### config.mk
export PLATFORM = sky130hd
export DESIGN_NAME = copmem_arbiter
export DESIGN_NICKNAME = d
export VERILOG_FILES = /design/src/rtl/copmem_arbiter_pkg.sv /design/src/rtl/copmem_rd_pipe.sv /design/src/rtl/copmem_arbiter.sv
export SDC_FILE = /design/constraint.sdc
export NUM_CORES = 1
export LEC_CHECK = 0
export CAP_MARGIN = 20
export CORE_MARGIN = 3
export CORE_UTILIZATION = 40
export DETAILED_ROUTE_END_ITERATION = 10
export GPL_TIMING_DRIVEN = 0
export PLACE_DENSITY_LB_ADDON = 0.08
export SETUP_SLACK_MARGIN = 0.1
export SLEW_MARGIN = 20
export SYNTH_ARGS = -nofsm -noshare
export SYNTH_HDL_FRONTEND = slang
export SYNTH_SLANG_ARGS = --single-unit
### constraint.sdc
create_clock -name clk -period 5.2 [get_ports clk]
set_input_delay 0.52 -clock clk [delete_from_list [all_inputs] [get_ports clk]]
set_output_delay 0.52 -clock clk [all_outputs]
set_load 0.02 [all_outputs]
### src/rtl/copmem_arbiter_pkg.sv
// Shared types and constants for the copper program memory access controller.
package copmem_arbiter_pkg;

  localparam int unsigned COPMEM_AWIDTH = 10;
  localparam int unsigned BANK_SEL_BIT  = 0;

  typedef struct packed {
    logic is_cop;
    logic is_host;
    logic lsb;
  } copmem_tag_t;

endpackage

### src/rtl/copmem_rd_pipe.sv
// Two-stage read tag pipeline; steers BRAM read data to the copper or host
// port and overlays forwarded write data onto the matching bank half.
module copmem_rd_pipe
  import copmem_arbiter_pkg::*;
(
  input  logic        clk,
  input  logic        reset_n_i,
  input  copmem_tag_t issue_tag,
  input  logic        fwd_even,
  input  logic        fwd_odd,
  input  logic [15:0] fwd_data,
  input  logic [15:0] even_rd_data_i,
  input  logic [15:0] odd_rd_data_i,
  output logic        cop_valid_o,
  output logic [31:0] cop_data_o,
  output logic        host_rd_valid_o,
  output logic [15:0] host_rd_data_o
);

  copmem_tag_t tag_s1, tag_s2;
  logic [1:0]  fwd_even_q, fwd_odd_q;
  logic [15:0] fwd_data_s1, fwd_data_s2;
  logic [15:0] even_word, odd_word;

  always_ff @(posedge clk or negedge reset_n_i) begin
    if (!reset_n_i) begin
      tag_s1      <= '0;
      tag_s2      <= '0;
      fwd_even_q  <= '0;
      fwd_odd_q   <= '0;
      fwd_data_s1 <= '0;
      fwd_data_s2 <= '0;
    end else begin
      tag_s1      <= issue_tag;
      tag_s2      <= tag_s1;
      fwd_even_q  <= {fwd_even_q[0], fwd_even};
      fwd_odd_q   <= {fwd_odd_q[0], fwd_odd};
      fwd_data_s1 <= fwd_data;
      fwd_data_s2 <= fwd_data_s1;
    end
  end

  always_comb begin
    even_word       = fwd_even_q[1] ? fwd_data_s2 : even_rd_data_i;
    odd_word        = fwd_odd_q[1]  ? fwd_data_s2 : odd_rd_data_i;
    cop_valid_o     = tag_s2.is_cop;
    host_rd_valid_o = tag_s2.is_host;
    cop_data_o      = tag_s2.is_cop ? {even_word, odd_word} : '0;
    host_rd_data_o  = '0;
    if (tag_s2.is_host) begin
      host_rd_data_o = tag_s2.lsb ? odd_word : even_word;
    end
  end

endmodule

### src/rtl/copmem_arbiter.sv
// Copper program memory arbiter: copper fetch and host read/write onto the
// even/odd BRAM banks. Define COPMEM_WR_FWD_EN to forward instead of stalling.
module copmem_arbiter
  import copmem_arbiter_pkg::*;
#(
  parameter int unsigned AWIDTH        = COPMEM_AWIDTH,
  parameter int unsigned HOST_WAIT_MAX = 4
) (
  input  logic              clk,
  input  logic              reset_n_i,
  input  logic              cop_req_i,
  input  logic [AWIDTH-1:0] cop_addr_i,
  output logic              cop_ack_o,
  output logic              cop_valid_o,
  output logic [31:0]       cop_data_o,
  input  logic              host_req_i,
  input  logic              host_wr_i,
  input  logic [AWIDTH:0]   host_addr_i,
  input  logic [15:0]       host_data_i,
  output logic              host_ack_o,
  output logic              host_rd_valid_o,
  output logic [15:0]       host_rd_data_o,
  output logic [AWIDTH-1:0] even_rd_addr_o,
  output logic [AWIDTH-1:0] odd_rd_addr_o,
  input  logic [15:0]       even_rd_data_i,
  input  logic [15:0]       odd_rd_data_i,
  output logic              even_wr_en_o,
  output logic              odd_wr_en_o,
  output logic [AWIDTH-1:0] mem_wr_addr_o,
  output logic [15:0]       mem_wr_data_o
);

  localparam int unsigned WAIT_W = (HOST_WAIT_MAX < 1) ? 1 : $clog2(HOST_WAIT_MAX + 1);
  localparam logic [WAIT_W-1:0] WAIT_MAX = WAIT_W'(HOST_WAIT_MAX);

  logic [WAIT_W-1:0] host_wait;
  logic [AWIDTH-1:0] host_lw_addr;
  logic              host_lsb, wr_active, cop_hit, host_hit, cop_block, host_block;
  logic              host_rd_pend, host_rd_gnt, cop_rd_gnt, host_wr_gnt;
  logic              fwd_even, fwd_odd;
  copmem_tag_t       issue_tag;

  // Acks are gated by reset so every output reads 0 while reset is held.
  always_comb begin
    host_lw_addr = host_addr_i[AWIDTH:1];
    host_lsb     = host_addr_i[BANK_SEL_BIT];
    wr_active    = even_wr_en_o | odd_wr_en_o;
    cop_hit      = wr_active && (cop_addr_i == mem_wr_addr_o);
    host_hit     = wr_active && (host_lw_addr == mem_wr_addr_o);
`ifdef COPMEM_WR_FWD_EN
    cop_block    = 1'b0;
    host_block   = 1'b0;
`else
    cop_block    = cop_hit;
    host_block   = host_hit;
`endif
    host_rd_pend = host_req_i & ~host_wr_i;
    host_rd_gnt  = reset_n_i & host_rd_pend & ~host_block &
                   ((host_wait == WAIT_MAX) | ~cop_req_i | cop_block);
    cop_rd_gnt   = reset_n_i & cop_req_i & ~cop_block & ~host_rd_gnt;
    host_wr_gnt  = reset_n_i & host_req_i & host_wr_i;
    cop_ack_o    = cop_rd_gnt;
    host_ack_o   = host_rd_gnt | host_wr_gnt;

    issue_tag.is_cop  = cop_rd_gnt;
    issue_tag.is_host = host_rd_gnt;
    issue_tag.lsb     = host_rd_gnt & host_lsb;

    fwd_even = 1'b0;
    fwd_odd  = 1'b0;
`ifdef COPMEM_WR_FWD_EN
    if ((cop_rd_gnt && cop_hit) || (host_rd_gnt && host_hit)) begin
      fwd_even = even_wr_en_o;
      fwd_odd  = odd_wr_en_o;
    end
`endif
  end

  always_ff @(posedge clk or negedge reset_n_i) begin
    if (!reset_n_i) begin
      even_wr_en_o   <= 1'b0;
      odd_wr_en_o    <= 1'b0;
      mem_wr_addr_o  <= '0;
      mem_wr_data_o  <= '0;
      even_rd_addr_o <= '0;
      odd_rd_addr_o  <= '0;
      host_wait      <= '0;
    end else begin
      even_wr_en_o <= host_wr_gnt & ~host_lsb;
      odd_wr_en_o  <= host_wr_gnt & host_lsb;
      if (host_wr_gnt) begin
        mem_wr_addr_o <= host_lw_addr;
        mem_wr_data_o <= host_data_i;
      end
      if (cop_rd_gnt) begin
        even_rd_addr_o <= cop_addr_i;
        odd_rd_addr_o  <= cop_addr_i;
      end else if (host_rd_gnt) begin
        even_rd_addr_o <= host_lw_addr;
        odd_rd_addr_o  <= host_lw_addr;
      end
      if (host_rd_gnt) begin
        host_wait <= '0;
      end else if (host_rd_pend && (host_wait != WAIT_MAX)) begin
        host_wait <= host_wait + 1'b1;
      end
    end
  end

  copmem_rd_pipe u_rd_pipe (
    .clk             (clk),
    .reset_n_i       (reset_n_i),
    .issue_tag       (issue_tag),
    .fwd_even        (fwd_even),
    .fwd_odd         (fwd_odd),
    .fwd_data        (mem_wr_data_o),
    .even_rd_data_i  (even_rd_data_i),
    .odd_rd_data_i   (odd_rd_data_i),
    .cop_valid_o     (cop_valid_o),
    .cop_data_o      (cop_data_o),
    .host_rd_valid_o (host_rd_valid_o),
    .host_rd_data_o  (host_rd_data_o)
  );

endmodule

# After elaboration in Yosys (flattened, before gate mapping)
# Index checks and enable logic that the tools add are counted.
# totals
ff_bits	47
in_bits	74
out_inout_bits	100
elab_cells	51
# op_classes
add_sub_neg	1
eq_ne	4
mux	7
n_bitwise	22
reduce_logical	5
# ops
op	count
two-way mux 16 bit	2
two-way mux 32 bit	1
== test 10 bit	2
two-way mux 10 bit	2
bitwise AND 1 bit	12
two-way mux 3 bit	2
inverter 1 bit	6
bitwise OR 1 bit	4
nonzero test 2 bit	2
adder 3 x 1 -> 3 bit (second input constant)	1
== test 3 bit (second input constant)	1
logical AND 1 bit	3
inequality test 3 bit (second input constant)	1

# Longest topological paths before layout
# depth
ltp_word	8
mapped_depth	8
mapped_depth_nobuf	7

# Modules after synthesis
# Synthesis repeated with hierarchy kept, for this count alone.
# hier_totals
cells_unflattened	312
hier_area_um2	4076.4
# by_module_without_submodules
mod	n_inst	cells_each	area_each_um2	seq_area_each_um2
copmem_arbiter	1	158	2130.8	1026.0
copmem_rd_pipe	1	154	1945.6	1051.0

# Least setup slack after synthesis
# No wires, ideal clock.
# synth_path
path_type	input to output
from	in cop_addr_i[9]
to	out host_ack_o
arrival_time_ns	1.669
t_required_ns	4.680
path_slack_ns	3.011
stages	5
path_buffers	0
path_cell_list	xor2_1 nor4_4 a31oi_1 nor3_2 nand2b_1
# synth_between
elab_chain_cells	5
# synth_rtl
element	line	rtl
start: declaration	copmem_arbiter.sv:12	input logic [AWIDTH-1:0] cop_addr_i,
== test 10 bit	copmem_arbiter.sv:48	cop_hit = wr_active && (cop_addr_i == mem_wr_addr_o);
logical AND 1 bit	copmem_arbiter.sv:48	
bitwise OR 1 bit	copmem_arbiter.sv:59	((host_wait == WAIT_MAX) | ~cop_req_i | cop_block);
bitwise AND 1 bit	copmem_arbiter.sv:58	host_rd_gnt = reset_n_i & host_rd_pend & ~host_block &
via host_rd_gnt	copmem_arbiter.sv:39	logic host_rd_pend, host_rd_gnt, cop_rd_gnt, host_wr_gnt;
bitwise OR 1 bit	copmem_arbiter.sv:63	host_ack_o = host_rd_gnt | host_wr_gnt;
end: declaration	copmem_arbiter.sv:20	output logic host_ack_o,
# The timed path passes the listed nets, and every way through them passes these cells.

# Final worst setup path
# layout_path
from	in cop_addr_i[0]
to	out host_ack_o
# The elaborated chain is that of the path after synthesis.

==> impl_metrics.toml <==
[sta]
hold_viol = 0
setup-tns-final_ns = 0
rsz0062_at_grt = "false"
setup_viol = 0
worst_pin_slew_ns = 0.633
slew_headroom_pct = 57.8
fmax_mhz = 297
fin_skew_ns = 0.0104
period_share_pct = 64.7
slew_violations = 0
period_minus_slack_ns = 3.36

[yosys]
synth-seq-cells = 47
avgSynthCellArea_sq_um = 11.3
ys_warn_count = 0
syn_area_sq_um = 2720
async_flop_share_pct = 100
synth_cell_types = 31
synth_edf_count = 0
synthCells = 240
ys_top_cells_by_count = "47 x dfrtp_1, 33 x and2_1, 26 x mux2_2"
synth_most_common_cell = "dfrtp_1"
synthTopCellsByArea = "dfrtp_1 43%, mux2_2 11%, and2_1 7.6%, xor2_1 6.8%, mux2i_1 5.9%"
seq_area_frac_synth_pct = 43.3
synth_top_cell_area_share_pct = 43.3
ys.flop_type = "dfrtp_1"
synthesis.nets = 316
yosys.area.top_type = "dfrtp_1"

[global_routing]
grt_usage_pct = 20.4
grt_max_degree = 52
first_global_vias = 2397
grt_first_pass_wirelength_um = 12100
grt.overflow.total = 0
antenna_found_initial = 0

[worst_setup_path]
crit_path_end_kind = "output port"
path_max_fanout = 5
startpoint = "cop_addr_i[0]"
path_class = "input pin to output port"
crit_arrival_ns = 2.84
critPathLaunchType = "input pin"
rr_startpoint = "mem_wr_addr_o[0]"
critPathRequiredTime_ns = 4.68

[detailed_routing]
post_drt_wl_per_cell_um = 16.5
vias_per_cell = 4.99
num_vias = 2476
wl_um = 8190
drc = 0
drt-initial-drc-count = 88
antenna_left = 0
first_pass_iters = 4

[cts]
cts_setup_buffers = 0
cts_resized = 0
hold_buffers = 0
cts_buffers = 5
cts_tree = "yes"
clockBufferDepth = 2
htreeDepth = 2
clock_latency_ns = 0.30
clock-sinks = 47
cts_root_buf = "clkbuf_8"
clkTransAtPathRegs_ns = 0.08

[layout]
drive_gt1_share_pct = 13.1
syn_to_final_growth_pct = 69.9
utilization_pct = 71.5
fin_nets = 496
seq_area_sq_um = 1180
multiInputGateArea_sq_um = 1400
fillers = 496
diodes = 0

[die]
die_w_um = 88.4
fp.dieH_um = 88.4
rows = 29
dieArea_sq_um = 7820
initial_core_util_pct = 42.1
ioPinCount = 174
core_area_sq_um = 6460

[power_and_ir_drop]
irDropWorstVdd_v = 0.000156
p_per_area_nw_per_um2 = 268
p_leak_nw = 1.86

[worst_hold_path]
hold_class = "input pin to async pin"

[flow_run]
cap_violations = 0

[status]
status = "completed"

[place]
io_buffers = 173
hpwl_um = 6570
globalplace.congestion = 0.787
## area by class of cell
type | instances | share of cell area, %
Inverter | 3 | 0.244
Tap cell | 77 | 2.09
Clock inverter | 1 | 0.162
Sequential cell | 47 | 25.5
Clock buffer | 5 | 1.49
Buffer | 23 | 2.92
Multi-Input combinational cell | 167 | 30.2
Timing Repair Buffer | 173 | 37.4
## metal layers
metal / share of wire, % / global-route usage (%) / wire (um) / up-vias
met2: 51 / 36.2 / 4140 / 106
li1: - / - / - / 1186
met4: 1.1 / 5.77 / 93 / 0
met1: 40 / 24.4 / 3270 / 1173
met5: 0 / 0 / 0 / -
met3: 8.4 / 5.31 / 687 / 11
## power breakdown
group          switching, mW  internal, mW  total [mW]
Clock                  0.119        0.0894       0.208
Sequential            0.0535         0.430       0.484
Combinational          0.255         0.294       0.549
## kinds of logic after synthesis
logic type / Yosys count / share of synthesized area [%]
buffers and inverters: 26 / 5.38
and+or+nand+nor: 85 / 21.3
xor gates and xnor gates: 22 / 7.09
adders and majority gates: 2 / 0.920
AOI/OAI and AO/OA: 16 / 5.43
muxes: 42 / 16.7
DFF: 47 / 43.3
## stage by stage
step                      setup slack, ns  total power, mW  cells  hold slack [ns]  instance area (sq um)
after global placement              0.394             1.03    490            0.333                   4550
after detailed placement             1.84             1.04    490            0.337                   4540
after CTS                            1.82             1.26    496            0.250                   4620
after global routing                 1.67             1.31    496            0.263                   4620
final                                1.84             1.24    496            0.232                   4620
after floorplan                      3.01            0.762    240            0.224                   2720
## state kept, by name, summed over array words and instances (netlist names)
register and cells:
odd_wr_en_o 1, mem_wr_addr_o 10, u_rd_pipe.tag_s1 3, host_wait 3
u_rd_pipe.cop_valid_o 1, mem_wr_data_o 16, u_rd_pipe.tag_s2 1, odd_rd_addr_o 10
even_wr_en_o 1, u_rd_pipe.host_rd_valid_o 1
## cells in the final DEF, fill, tap and decap left out, drive strengths merged, types with 3 or more instances in the layout
master           n
nor4             5
and2            33
xor2            21
buf             16
nand2            6
nor3             3
clkdlybuf4s50  172
inv              3
a31oi            3
nand3            4
nor2             5
a221o           10
clkbuf          13
mux2i           16
mux2            26
dfrtp           47
and4            10
nor2b           17
## final timing paths
kind | endpoint | slack [ns] | cells after the start
worst min register to register | u_rd_pipe.tag_s2[0] | 0.35 | 0
worst max register to register | odd_rd_addr_o[0] | 3.14 | 5
worst max-delay path | host_ack_o | 1.84 | 7
max in group asynchronous | host_wait[2] | 4.53 | 1
worst min-delay path | odd_rd_addr_o[7] | 0.23 | 1
min in group clk | u_rd_pipe.tag_s2[0] | 0.35 | 0
## worst max-delay path: stages
cell and delay (ns):
clkdlybuf4s50_1 0.46, xor2_1 0.19, nor4_4 0.37, a31oi_1 0.18, nor3_2 0.35, nand2b_1 0.16, clkdlybuf4s50_1 0.62
Note: power is estimated with default switching activity, not from simulation.
